===== src/rtl/soc_boot_sequencer.sv =====
// Power-up and reset sequencer: brings up the MMCM, qualifies lock, times the SoC reset release,
// and raises fetch_enable at a latched boot address. Also handles lock loss, button and soft resets.
module soc_boot_sequencer #(
    parameter int unsigned MMCM_RST_CYCLES    = 4,
    parameter int unsigned LOCK_TIMEOUT       = 64,
    parameter int unsigned LOCK_STABLE_CYCLES = 8,
    parameter int unsigned RESET_HOLD_CYCLES  = 16,
    parameter int unsigned FETCH_DELAY        = 4,
    parameter int unsigned MAX_RETRIES        = 3,
    parameter int unsigned DEBOUNCE_CYCLES    = 8,
    parameter logic [31:0] BOOT_ADDR_0        = 32'h1A00_0080,
    parameter logic [31:0] BOOT_ADDR_1        = 32'h1C00_0000
) (
    input  logic        clk_sys,
    input  logic        reset,
    input  logic        mmcm_locked,
    output logic        mmcm_rst,
    input  logic        btn_reset,
    input  logic        sw_reset_req,
    input  logic        boot_sel,
    output logic        soc_reset_n,
    output logic        fetch_enable,
    output logic [31:0] boot_addr,
    output logic        fault,
    output logic [2:0]  state,
    output logic [7:0]  lock_loss_cnt
);

    function automatic int unsigned max2(input int unsigned a, input int unsigned b);
        return (a > b) ? a : b;
    endfunction

    localparam int unsigned CntMax = max2(max2(max2(MMCM_RST_CYCLES, LOCK_TIMEOUT),
                                               max2(LOCK_STABLE_CYCLES, RESET_HOLD_CYCLES)),
                                          FETCH_DELAY);
    localparam int unsigned CntW   = (CntMax > 1) ? $clog2(CntMax) : 1;
    localparam int unsigned DbW    = (DEBOUNCE_CYCLES > 1) ? $clog2(DEBOUNCE_CYCLES) : 1;
    localparam int unsigned RetryW = $clog2(MAX_RETRIES + 1);

    typedef enum logic [2:0] {
        StMmcmRst    = 3'd0,
        StWaitLock   = 3'd1,
        StLockStable = 3'd2,
        StHoldRst    = 3'd3,
        StPreFetch   = 3'd4,
        StRun        = 3'd5,
        StFault      = 3'd6
    } state_e;

    state_e              state_q, state_d;
    logic [CntW-1:0]     cnt_q, cnt_d;
    logic [RetryW-1:0]   retry_q, retry_d, retry_inc;
    logic [7:0]          llc_q, llc_d;
    logic [31:0]         boot_addr_q, boot_addr_d;
    logic                mmcm_rst_q, mmcm_rst_d;
    logic                soc_reset_n_q, soc_reset_n_d;
    logic                fetch_enable_q, fetch_enable_d;
    logic                fault_q, fault_d;
    logic                lock_s1_q, lock_s2_q;
    logic                btn_s1_q, btn_s2_q;
    logic                btn_db_q, btn_db_d;
    logic                btn_db_prev_q;
    logic [DbW-1:0]      db_cnt_q, db_cnt_d;
    logic                locked, btn_rise;

    assign locked   = lock_s2_q;
    assign btn_rise = btn_db_q & ~btn_db_prev_q;

    always_comb begin
        btn_db_d = btn_db_q;
        db_cnt_d = '0;
        if (btn_s2_q != btn_db_q) begin
            if (db_cnt_q == DbW'(DEBOUNCE_CYCLES - 1)) begin
                btn_db_d = btn_s2_q;
            end else begin
                db_cnt_d = db_cnt_q + DbW'(1);
            end
        end
    end

    always_comb begin
        state_d   = state_q;
        retry_d   = retry_q;
        retry_inc = retry_q + RetryW'(1);
        llc_d     = llc_q;
        case (state_q)
            StMmcmRst: begin
                if (cnt_q == CntW'(MMCM_RST_CYCLES - 1)) state_d = StWaitLock;
            end
            StWaitLock: begin
                if (locked) begin
                    state_d = StLockStable;
                end else if (cnt_q == CntW'(LOCK_TIMEOUT - 1)) begin
                    retry_d = retry_inc;
                    state_d = (retry_inc == RetryW'(MAX_RETRIES)) ? StFault : StMmcmRst;
                end
            end
            StLockStable: begin
                if (!locked) begin
                    state_d = StWaitLock;
                end else if (cnt_q == CntW'(LOCK_STABLE_CYCLES - 1)) begin
                    state_d = StHoldRst;
                end
            end
            StHoldRst: begin
                if (!locked) begin
                    state_d = StMmcmRst;
                    llc_d   = (llc_q == 8'hFF) ? llc_q : llc_q + 8'd1;
                end else if (!btn_db_q && cnt_q == CntW'(RESET_HOLD_CYCLES - 1)) begin
                    state_d = StPreFetch;
                end
            end
            StPreFetch, StRun: begin
                if (!locked) begin
                    state_d = StMmcmRst;
                    llc_d   = (llc_q == 8'hFF) ? llc_q : llc_q + 8'd1;
                end else if (btn_rise || sw_reset_req) begin
                    state_d = StHoldRst;
                end else if (state_q == StPreFetch && cnt_q == CntW'(FETCH_DELAY - 1)) begin
                    state_d = StRun;
                end
            end
            default: state_d = StFault;
        endcase

        if (state_d == StRun) retry_d = '0;

        // Every state entry restarts the counter; a held button freezes the reset hold at zero.
        if (state_d != state_q) begin
            cnt_d = '0;
        end else if (state_q == StHoldRst && btn_db_q) begin
            cnt_d = '0;
        end else if (state_q == StRun || state_q == StFault) begin
            cnt_d = cnt_q;
        end else begin
            cnt_d = cnt_q + CntW'(1);
        end

        mmcm_rst_d     = (state_d == StMmcmRst);
        soc_reset_n_d  = (state_d == StPreFetch) || (state_d == StRun);
        fetch_enable_d = (state_d == StRun);
        fault_d        = (state_d == StFault);
        boot_addr_d    = boot_addr_q;
        if (state_d == StPreFetch && state_q != StPreFetch) begin
            boot_addr_d = boot_sel ? BOOT_ADDR_1 : BOOT_ADDR_0;
        end
    end

    always_ff @(posedge clk_sys) begin
        if (reset) begin
            state_q        <= StMmcmRst;
            cnt_q          <= '0;
            retry_q        <= '0;
            llc_q          <= '0;
            boot_addr_q    <= BOOT_ADDR_0;
            mmcm_rst_q     <= 1'b1;
            soc_reset_n_q  <= 1'b0;
            fetch_enable_q <= 1'b0;
            fault_q        <= 1'b0;
            lock_s1_q      <= 1'b0;
            lock_s2_q      <= 1'b0;
            btn_s1_q       <= 1'b0;
            btn_s2_q       <= 1'b0;
            btn_db_q       <= 1'b0;
            btn_db_prev_q  <= 1'b0;
            db_cnt_q       <= '0;
        end else begin
            state_q        <= state_d;
            cnt_q          <= cnt_d;
            retry_q        <= retry_d;
            llc_q          <= llc_d;
            boot_addr_q    <= boot_addr_d;
            mmcm_rst_q     <= mmcm_rst_d;
            soc_reset_n_q  <= soc_reset_n_d;
            fetch_enable_q <= fetch_enable_d;
            fault_q        <= fault_d;
            lock_s1_q      <= mmcm_locked;
            lock_s2_q      <= lock_s1_q;
            btn_s1_q       <= btn_reset;
            btn_s2_q       <= btn_s1_q;
            btn_db_q       <= btn_db_d;
            btn_db_prev_q  <= btn_db_q;
            db_cnt_q       <= db_cnt_d;
        end
    end

    assign mmcm_rst      = mmcm_rst_q;
    assign soc_reset_n   = soc_reset_n_q;
    assign fetch_enable  = fetch_enable_q;
    assign boot_addr     = boot_addr_q;
    assign fault         = fault_q;
    assign state         = state_q;
    assign lock_loss_cnt = llc_q;

endmodule


===== config.mk =====
export PLATFORM = sky130hd
export DESIGN_NAME = soc_boot_sequencer
export DESIGN_NICKNAME = d
export VERILOG_FILES = /design/src/rtl/soc_boot_sequencer.sv
export SDC_FILE = /design/constraint.sdc
export NUM_CORES = 1
export LEC_CHECK = 0
export CORE_ASPECT_RATIO = 1.5
export CORE_MARGIN = 2
export CORE_UTILIZATION = 46
export DETAILED_ROUTE_END_ITERATION = 7
export PLACE_DENSITY = 0.89
export SKIP_LAST_GASP = 1
export SLEW_MARGIN = 0
export SYNTH_ARGS = -nofsm -noshare
export SYNTH_HDL_FRONTEND = slang
export SYNTH_SLANG_ARGS = --single-unit

===== constraint.sdc =====
create_clock -name clk_sys -period 3.3 [get_ports clk_sys]
set_input_delay 0.66 -clock clk_sys [delete_from_list [all_inputs] [get_ports clk_sys]]
set_output_delay 0.66 -clock clk_sys [all_outputs]
set_load 0.005 [all_outputs]

## Word-level counts from Yosys, hierarchy flattened

Cells that the tools add are included.

- Flip-flop bits (word level): 64
- Input port bits: 6
- Output and inout bits: 47
- Logic and storage cells: 75

- $add $sub $neg: 4
- Equality and inequality tests: 19
- Multiplexer cells: 13
- Bitwise operators: 5
- Reduce and logical (&&, ||, !) cells: 18

Operators by type and width:

| cell | number |
|---|---|
| $mux 3 | 11 |
| $mux 27 | 1 |
| $eq 3x3->1 const B | 7 |
| $pmux 3 s5 | 1 |
| $reduce_or 3->1 | 3 |
| $add 8x1->8 const B | 1 |
| $eq 8x8->1 const B | 1 |
| $add 6x1->6 const B | 1 |
| $eq 3x2->1 const B | 2 |
| $eq 6x2->1 const B | 1 |
| $eq 6x3->1 const B | 1 |
| $eq 6x4->1 const B | 1 |
| $eq 6x6->1 const B | 1 |
| $logic_not 3->1 | 2 |
| $reduce_and 3->1 | 2 |
| $logic_and 1x1->1 | 4 |
| $not 1->1 | 4 |
| $reduce_or 2->1 | 2 |
| $add 3x1->3 const B | 1 |
| $eq 3x1->1 const B | 1 |
| $logic_or 1x1->1 | 3 |
| $ne 3x3->1 | 1 |
| $ne 3x3->1 const B | 1 |
| $add 2x1->2 const B | 1 |
| 5 further kinds | 5 |

## Depth between registers and ports, before layout

Gate-level depths: netlist of run 1.

- Depth in word-level cells: 8
- Depth in mapped cells: 7
- Mapped depth without buffers: 7

## Worst setup path before layout of run 1

Ideal clock, no wire load.

- Path type: flip-flop to flip-flop
- Start: register cnt_q[0]
- End: register mmcm_rst_q, in the netlist mmcm_rst
- Library setup time: 116 ps
- Data arrival time: 1689 ps
- Data required time: 3184 ps
- Slack: 1495 ps
- Stages on the path, launching flop included: 7
- Path buffers: 0
- Period minus slack after synthesis: 1805 ps
- Cell sequence: dfxtp_1 -> ha_1 -> or4b_1 -> o22ai_1 -> a222oi_1 -> and2_4 -> a31o_2

- Longest elaborated chain between the ends: 7
- Elaborated cells between the ends (all ways): 18
- Classes of those cells: eq/ne (4); mux (11); reduce/logical (3)

RTL lines:

| element | line | text |
|---|---|---|
| start, declared | 51 | `logic [CntW-1:0] cnt_q, cnt_d;` |
| start signal, assigned | 169 | `cnt_q <= cnt_d;` |
| $eq 6x2->1 | 88, 119 |  |
| $logic_and 1x1->1 | 119 | `end else if (state_q == StPreFetch && cnt_q == CntW'(FETCH_DELAY - 1)) begin` |
| $mux 3 | 119 |  |
| $mux 3 | 117 | `end else if (btn_rise \|\| sw_reset_req) begin` |
| $mux 3 | 114 | `if (!locked) begin` |
| $pmux 3 s5 * | 86 | `case (state_q)` |
| $logic_not 3->1 * | 139 | `mmcm_rst_d = (state_d == StMmcmRst);` |
| end signal, assigned | 173 | `mmcm_rst_q <= mmcm_rst_d;` |
| end, declared | 55 | `logic mmcm_rst_q, mmcm_rst_d;` |

Mark *: on every way between the ends. The rest lies on a longest branch, timed or not.
A chain may end at the register's enable or synchronous reset.

## Worst setup path after layout of run 1

- Start: register state_q[1], in the netlist state[1]
- End: output state[1]

RTL lines:

| element | line | text |
|---|---|---|
| start, declared | 50 | `state_e state_q, state_d;` |
| start signal, assigned | 151 | `state_q <= StMmcmRst;` |
| start signal, assigned | 168 | `state_q <= state_d;` |
| end, declared | 25 | `output logic [2:0] state,` |

No word-level cell between the ends.

==> reports/qor.txt, run 1 <==
outcome: complete, no violations
Final Setup Violations: 0
EDFF count, synth: 0
routed vias/inst: 5.179
period utilization: 64.63%
crit-path max FO: 12
Post-DP HPWL: 2404 microns
DR pass1 iterations: 4
All-Layer GR Usage: 16.05%
DR WL/cell: 12.06 microns
Synth Area per Inst: 8.664 sq um
Port-buffer cells: 23
Data required, critical path: 2640 ps
most common cell in the netlist: dfxtp_1
final hold slack: 443.8 ps
clock slew at reported path FFs: 70 ps
ys async rst share: 0%
RePlAce Congestion: 1.020
post-layout util: 53.15%
RSZ-0062 raised after global routing: false
leak pwr: 0.7703 nW
H-tree levels: 2
core area: 3889 sq um
row cnt: 28
Max Cap Violations: 0
CP peak stage delay: 590 ps
post-synthesis register bit count: 34
DRC viols: 0
Worst Tran Pin Value: 708.6 ps
number of global-route vias before repair: 1,329
Worst setup SP type: flip-flop
worst-case clock buffer depth: 2
largest net degree at the start of global routing: 20
die height: 81.39 microns
worst hold path type: reg -> reg
IO Count: 53
initial antenna violation count: 0
PD cells: 406.1 nW/um^2
largest delay contributor family on the critical path: flip-flops
ys flop type: dfxtp_1
R2R setup slack: 1280 ps
synth warn: 0
Post-CTS Hold Buffers: 0
Setup Skew: 3.666 ps
CP endpoint kind: primary output
Tot Pwr: 839.5 uW
top cells by area, synth: dfxtp_1, buf_4, nor2_1
Period minus WS final: 2133 ps
sequential fraction of the synthesis area: 37.06%
synth cell count leaders: dfxtp_1, buf_4, nor2_1
worst hold path endpoint: db_cnt_q[0]
Routed Wire Length: 3364 microns
first-pass GRT wire length: 5609 microns
cell count after synthesis: 212
Fill cells: 343
Die W: 55.60 microns
Worst-Skew Late Latency: 290 ps
total CTS buffers: 5
Post-CTS Setup Repair Bufs: 0
arrival time worst endpoint: 1470 ps
Clock Sinks: 34
reg2reg path depth: 5
endpoints failing hold: 0
Die Footprint: 4525 sq um
largest area contributor in the synthesized netlist: dfxtp_1
Layout Nets: 244
maximum VDD drop: 0.3315 mV
post-CTS sizing: 0
setup TNS: 0 ps
post-synthesis instance area: 1837 sq um
RR Endpoint: cnt_q[3]
Final Max Tran Viols: 0
initial cell density of the core: 47.23%
Root Driver: clkbuf_8
critical path type: reg -> out
Iter 0 DRT Violations: 65
slowest CP cell: dfxtp_1
Vias: 1,445
grt total ovfl: 0
post-route ant nets: 0
Layout area overhead: 12.53%
TritonCTS clock tree: done
share of cells above drive strength 1: 6.410%
post-synth cell types: 48
post-layout worst setup margin: 1167 ps
worst path cell trace: clkdlybuf4s50_1
diode count: 0
RR Startpoint: state[0]
Worst slew margin: 52.40%
f_max: 468.9 MHz
post-synth top area share: 37.06%
Hold Startpoint: db_cnt_q[0]
dpl ws: 1071 ps
hold depth: 1
Bufs and invs on worst path: 1
Worst path depth: 1
[through the flow]
step / instance area, sq um / instances
floorplan: 1938 / 239
global placement: 1976 / 271
detailed placement: 1976 / 271
CTS: 2067 / 279
global route: 2067 / 279
finish: 2067 / 279
[area by class of cell]
class / instances / area, sq um / area share (%)
Clock buffer: 7 / 86.33 / 4.177
Tap cell: 45 / 56.30 / 2.724
Clock inverter: 1 / 5.005 / 0.2421
Inverter: 7 / 26.28 / 1.271
Multi-Input combinational cell: 161 / 974.7 / 47.16
Timing Repair Buffer: 24 / 237.7 / 11.50
Sequential cell: 34 / 680.7 / 32.93
[worst max path at each step]
stage,start,to,slack (ps)
after floorplan,cnt_q[0],mmcm_rst,1490
after global placement,sw_reset_req,mmcm_rst,1120
after detailed placement,sw_reset_req,mmcm_rst,1070
after CTS,state[1],state[1],1170
after global routing,state[1],state[1],1110
final,state[1],state[1],1170
[placed cells by master, fill, tap and decap left out, types with 3 or more instances in the layout]
cell type | netlist | final
conb_1 | 2 | 29
o21ai_0 | 3 | 3
nor2b_1 | 5 | 5
xnor2_1 | 10 | 10
nor3_1 | 10 | 10
ha_1 | 5 | 5
dfxtp_1 | 34 | 34
nor2_1 | 28 | 28
inv_1 | 7 | 7
clkdlybuf4s50_1 | 0 | 23
a21oi_1 | 6 | 6
nor4_1 | 3 | 3
nand3_1 | 5 | 5
xor2_1 | 5 | 5
clkbuf_8 | 0 | 6
nand4_1 | 4 | 4
nand2_1 | 12 | 12
[flip-flops by register name, indices dropped and copies added, names as in the netlist]
signal         count
boot_addr          2
db_cnt_q           3
soc_reset_n        1
btn_db_q           1
btn_s2_q           1
btn_s1_q           1
fetch_enable       1
mmcm_rst           1
retry_q            2
btn_db_prev_q      1
lock_s1_q          1
fault              1
lock_s2_q          1
state              3
cnt_q              6
lock_loss_cnt      8
[power breakdown]
part / internal (mW) / total [mW] / switching [mW]
logic: 0.0396 / 0.0835 / 0.0438
registers: 0.424 / 0.443 / 0.0193
clock network: 0.168 / 0.313 / 0.145
total: 0.632 / 0.839 / 0.208
[routing by layer]
metal  global-route usage (%)  vias up  routed length [microns]
met5                        0        -                        0
met4                    11.22        0                      106
met3                    3.822       11                      235
met2                    29.05       71                     1652
met1                    16.13      657                     1369
li1                         -      706                        -
[kinds of logic after synthesis]
| group | after synthesis | share of synthesized area, % |
|---|---|---|
| mux | 2 | 1.090 |
| xor+xnor | 15 | 7.152 |
| fa+ha+maj | 5 | 3.406 |
| simple gates | 87 | 26.70 |
| flops | 34 | 37.06 |
| buf+inv | 44 | 15.40 |
| other cells | 2 | 0.4089 |
| compound gates | 23 | 8.788 |
No activity file was read; power rests on OpenSTA's default activity.
==> inputs of run 2 (changes only) <==
--- a/config.mk
+++ b/config.mk
@@ -7,9 +7,9 @@
 export LEC_CHECK = 0
 export CORE_ASPECT_RATIO = 1.5
 export CORE_MARGIN = 2
-export CORE_UTILIZATION = 46
+export CORE_UTILIZATION = 43
 export DETAILED_ROUTE_END_ITERATION = 7
-export PLACE_DENSITY = 0.89
+export PLACE_DENSITY = 0.87
 export SKIP_LAST_GASP = 1
 export SLEW_MARGIN = 0
 export SYNTH_ARGS = -nofsm -noshare
==> constraint.sdc (replaced) <==
create_clock -name clk_sys -period 1.95 [get_ports clk_sys]
set_input_delay 0.39 -clock clk_sys [delete_from_list [all_inputs] [get_ports clk_sys]]
set_output_delay 0.39 -clock clk_sys [all_outputs]
set_load 0.005 [all_outputs]
==> reports/qor.txt, run 2 (same netlist as run 1, synthesis figures left out) <==
outcome: complete, no violations
slowest CP cell: or4b_1
commonest non-fill, non-tap cell in the layout: dfxtp_1
period utilization: 96.41%
RR Startpoint: cnt_q[0]
core area: 4173 sq um (+7.3%)
Die W: 57.37 microns (+3.2%)
DP Area: 2052 sq um (+3.9%)
worst path cell trace: ha_4 > or4b_1 > o22ai_2 > a222oi_1 > buf_4 > and2_4 > a31o_2
Worst setup startpoint: cnt_q[0]
f_max: 531.9 MHz
arrival time worst endpoint: 2060 ps (+590 ps)
diode count: 0 (unchanged)
Routed Wire Length: 3970 microns (+18%)
Tot Pwr: 1.565 mW (+86%)
Non-Filler Instances: 293 (+5.0%)
Final Max Tran Viols: 0 (unchanged)
reg2reg path depth: 7 (+2)
Worst setup SP type: flip-flop
total CTS buffers: 5 (unchanged)
area of the multi-input gates: 1016 sq um (+4.2%)
routed vias/inst: 5.072 (-2.1%)
initial antenna violation count: 0 (unchanged)
dpl ws: 2.691 ps (-1068 ps)
RePlAce Congestion: 0.9986 (-2.1%)
Die Footprint: 4821 sq um (+6.5%)
worst hold path endpoint: btn_s2_q
share of cells above drive strength 1: 14.98% (+8.6 points)
largest delay contributor family on the critical path: simple AND/OR/NAND/NOR gates
hold depth: 1 (unchanged)
post-layout worst setup margin: 69.91 ps (-1097 ps)
critical path type: reg -> reg
IO Count: 53 (unchanged)
leak pwr: 0.8433 nW (+9.5%)
Vias: 1,486 (+2.8%)
maximum VDD drop: 0.8150 mV (+150%)
Final Setup Violations: 0 (unchanged)
RR Endpoint: mmcm_rst
worst hold path type: reg -> reg
register area: 688.2 sq um (+1.1%)
Root Driver: clkbuf_8
grt total ovfl: 0 (unchanged)
CP endpoint kind: flip-flop
Worst-Skew Late Latency: 290 ps (about the same)
RSZ-0062 raised after global routing: true
Worst Tran Pin Value: 504.1 ps (-204.5 ps)
Layout Nets: 257 (+5.3%)
R2R setup slack: 70 ps (-1210 ps)
Max Cap Violations: 0 (unchanged)
largest net degree at the start of global routing: 22 (+10%)
endpoints failing hold: 0 (unchanged)
PD cells: 701.9 nW/um^2 (+73%)
All-Layer GR Usage: 17.30% (+1.3 points)
Hold Startpoint: btn_s1_q
Data required, critical path: 2130 ps (-510 ps)
Setup Skew: 4.657 ps (+0.9902 ps)
Layout area overhead: 21.39%
most frequent cells in the layout: dfxtp_1, conb_1, nor2_1, clkdlybuf4s50_1, buf_4
fin area: 2230 sq um (+7.9%)
row cnt: 29 (+3.6%)
Worst slew margin: 65.52% (+13 points)
DR WL/cell: 13.55 microns (+12%)
H-tree levels: 2 (unchanged)
TritonCTS clock tree: done
Period minus WS final: 1880 ps
DRC viols: 0 (unchanged)
Fill cells: 366 (+6.7%)
CP peak stage delay: 480 ps (-110 ps)
worst-case clock buffer depth: 2 (unchanged)
placed cell count: 282 (+4.1%)
initial cell density of the core: 44.02% (-3.2 points)
Post-DP HPWL: 2714 microns (+13%)
Bufs and invs on worst path: 1 (unchanged)
Port-buffer cells: 23 (unchanged)
Iter 0 DRT Violations: 44 (-32%)
Clock Sinks: 34 (unchanged)
die height: 84.05 microns (+3.3%)
post-route ant nets: 0 (unchanged)
setup TNS: 0 ps (unchanged)
clock slew at reported path FFs: 70 ps (about the same)
DR pass1 iterations: 4 (unchanged)
max reg flops: 8 (unchanged)
crit-path max FO: 4 (-8)
first-pass GRT wire length: 6417 microns (+14%)
number of global-route vias before repair: 1,409 (+6.0%)
[run 2: worst max path at each step]
stage / to / cells past startpoint
floorplan: mmcm_rst / 6
global placement: mmcm_rst / 5
detailed placement: mmcm_rst / 5
CTS: retry_q[1] / 6
global route: retry_q[1] / 6
finish: mmcm_rst / 7
[run 2: stage by stage]
stage | hold slack (ps) | util [%]
3_5_place_dp | 428.8 | 49.18
6_report | 449.9 | 53.43
4_1_cts | 454.3 | 52.80
5_1_grt | 459.1 | 53.43
2_1_floorplan | 405.6 | -
3_3_place_gp | 419.5 | 49.18
[run 2: worst reg2reg max path, cell delays in order, from the launching register on]
cell,delay (ps)
dfxtp_2,360
ha_4,160
or4b_1,480
o22ai_2,150
a222oi_1,120
buf_4,160
and2_4,150
a31o_2,190
[run 2: area by class of cell]
class | count | share of cell area (%)
Clock buffer | 7 | 3.423
Multi-Input combinational cell | 161 | 45.57
Sequential cell | 34 | 30.86
Timing Repair Buffer | 37 | 15.04
Inverter | 7 | 1.178
Tap cell | 46 | 2.581
Clock inverter | 1 | 1.347
[run 2: repair_timing]
action | in CTS | in global routing
hold buffers | 0 | 0
resized for setup | 7 | 5
cloned | 0 | 0
buffers inserted | 3 | 0
setup endpoints to repair | 1 | 11
pin swaps | 4 | 2
[run 2: power by group]
group          internal (mW)  switching, mW  total, mW
combinational         0.0948         0.0952      0.190
clock                  0.382          0.244      0.626
sequential             0.722         0.0272      0.749
total                   1.20          0.366       1.56
[run 2: metal layers]
metal  part of all wire (%)  routed length (microns)  vias to the layer above  GRT usage (%)
met1                     37                     1467                      692          17.82
met3                    5.0                      198                        8          4.186
met2                     56                     2218                       57          31.30
li1                       -                        -                      729              -
met4                    2.1                       85                        0          8.457
met5                      0                        0                        -              0
==> inputs of run 3 (changes only) <==
--- a/config.mk
+++ b/config.mk
@@ -7,9 +7,9 @@
 export LEC_CHECK = 0
 export CORE_ASPECT_RATIO = 1.5
 export CORE_MARGIN = 2
-export CORE_UTILIZATION = 43
+export CORE_UTILIZATION = 51
 export DETAILED_ROUTE_END_ITERATION = 7
-export PLACE_DENSITY = 0.87
+export PLACE_DENSITY = 0.95
 export SKIP_LAST_GASP = 1
 export SLEW_MARGIN = 0
 export SYNTH_ARGS = -nofsm -noshare
==> constraint.sdc (replaced) <==
create_clock -name clk_sys -period 2.27 [get_ports clk_sys]
set_input_delay 0.454 -clock clk_sys [delete_from_list [all_inputs] [get_ports clk_sys]]
set_output_delay 0.454 -clock clk_sys [all_outputs]
set_load 0.005 [all_outputs]
==> reports/qor.txt, run 3 (same netlist as run 1, synthesis figures left out) <==
PD cells: 579.9 nW/um^2 (-17%)
clock slew at reported path FFs: 60 ps (about the same)
Non-Filler Instances: 275 (-6.1%)
endpoints failing hold: 0 (unchanged)
Pint: 907.0 uW (-24%)
Vias: 1,495 (+0.61%)
Clock Sinks: 34 (unchanged)
Final Max Tran Viols: 0 (unchanged)
All-Layer GR Usage: 21.17% (+3.9 points)
DRC viols: 0 (unchanged)
Clock Power Share: 36.0% (-4.0 points)
post-layout util: 60.37% (+6.9 points)
initial antenna violation count: 0 (unchanged)
die height: 77.50 microns (-7.8%)
initial cell density of the core: 53.77% (+9.8 points)
RSZ-0062 raised after global routing: false
core area: 3416 sq um (-18%)
worst-case clock buffer depth: 2 (unchanged)
Period minus WS final: 2050 ps (+169.6 ps)
Port-buffer cells: 23 (unchanged)
arrival time worst endpoint: 2220 ps (+160 ps)
post-layout worst setup margin: 220.3 ps (+150.4 ps)
DR pass1 iterations: 5 (+1)
leak pwr: 0.7706 nW (-8.6%)
Post-DP HPWL: 2555 microns (-5.9%)
Layout area overhead: 12.26%
sequential share of power: 53.9% (+6.0 points)
Setup Skew: 6.246 ps (+1.590 ps)
period utilization: 90.30% (-6.1 points)
max reg flops: 8 (unchanged)
H-tree levels: 2 (unchanged)
outcome: complete, no violations
Worst slew margin: 65.74% (+0.21 points)
commonest non-fill, non-tap cell in the layout: dfxtp_1
CP endpoint kind: flip-flop
crit-path max FO: 4 (unchanged)
placed cell count: 269 (-4.6%)
Iter 0 DRT Violations: 79 (+80%)
Layout Nets: 245 (-4.7%)
TritonCTS clock tree: done
post-CTS sizing: 0 (-7)
largest net degree at the start of global routing: 22 (unchanged)
Worst setup SP type: flip-flop
dpl ws: 206.1 ps (+203.4 ps)
Data required, critical path: 2440 ps (+310 ps)
most frequent cells in the layout: dfxtp_1, conb_1, nor2_1, clkdlybuf4s50_1, nand2_1
grt total ovfl: 0 (unchanged)
number of global-route vias before repair: 1,447 (+2.7%)
Worst Tran Pin Value: 510.0 ps (+5.908 ps)
critical path type: reg -> reg
IO Count: 53 (unchanged)
Final Setup Violations: 0 (unchanged)
Comb power frac: 10.0% (-2.1 points)
first-pass GRT wire length: 6479 microns (+0.97%)
setup TNS: 0 ps (unchanged)
Die Footprint: 4108 sq um (-15%)
Post-CTS Setup Repair Bufs: 0 (-3)
diode count: 0 (unchanged)
worst hold path type: reg -> reg
maximum VDD drop: 0.6349 mV (-22%)
Post-CTS Hold Buffers: 0 (unchanged)
post-route ant nets: 0 (unchanged)
RePlAce Congestion: 0.8434 (-16%)
DR WL/cell: 13.84 microns (+2.2%)
share of cells above drive strength 1: 6.438% (-8.5 points)
Routed Wire Length: 3807 microns (-4.1%)
row cnt: 26 (-10%)
total CTS buffers: 5 (unchanged)
Sw Share: 24.14% (+0.75 points)
Worst-Skew Late Latency: 280 ps (about the same)
Max Cap Violations: 0 (unchanged)
Switch Pwr: 288.7 uW (-21%)
f_max: 487.9 MHz (-8.3%)
routed vias/inst: 5.436 (+7.2%)
Die W: 53 microns (-7.6%)
Root Driver: clkbuf_8
run 3: routing by layer:
layer  part of all wire [%]  global-route usage, %  vias to the layer above  routed length, microns
li1                       -                      -                      709                       -
met1                     37                  22.91                      683                    1397
met2                     53                  36.00                       85                    2029
met3                    6.7                  6.154                       18                     254
met4                    3.3                  10.77                        0                     125
met5                      0                      0                        -                       0
run 3: critical path: stages, from the launching register on:
cell and delay, ps:
dfxtp_1 390, ha_1 270, or4b_1 510, o211ai_1 250, o21ai_1 120, a21oi_1 300, nor3_1 80
run 3: metrics by stage:
stage / area [sq um] / hold WS (ps) / total power, mW
finish: 2062 / 437.4 / 1.196
global route: 2062 / 459.8 / 1.244
CTS: 2062 / 439.7 / 1.201
detailed placement: 1979 / 426.4 / 0.7754
global placement: 1979 / 418.4 / 0.7704
floorplan: 1938 / 405.6 / 0.7751
run 3: cell type report:
class,instances,area (sq um)
fill,287,1354
multi-input combinational,161,974.7
sequential,34,680.7
timing repair buffer,25,245.2
clock buffer,6,82.58
tap,42,52.55
inverter,7,26.28
run 3: path summary, 6_finish.rpt:
kind | from | to | slack [ps] | depth (start not counted)
worst max-delay path | cnt_q[0] | retry_q[0] | 220 | 6
worst min-delay path | lock_s1_q | lock_s2_q | 440 | 1
worst max register to register | cnt_q[0] | retry_q[0] | 220 | 6
worst min register to register | lock_s1_q | lock_s2_q | 440 | 1
run 3: power groups by stage:
stage | Sequential [mW] | Combinational (mW) | Clock, mW
global route | 0.646 | 0.138 | 0.459
CTS | 0.643 | 0.120 | 0.437
floorplan | 0.645 | 0.130 | 0
detailed placement | 0.656 | 0.119 | 0
global placement | 0.655 | 0.115 | 0
finish | 0.645 | 0.120 | 0.431
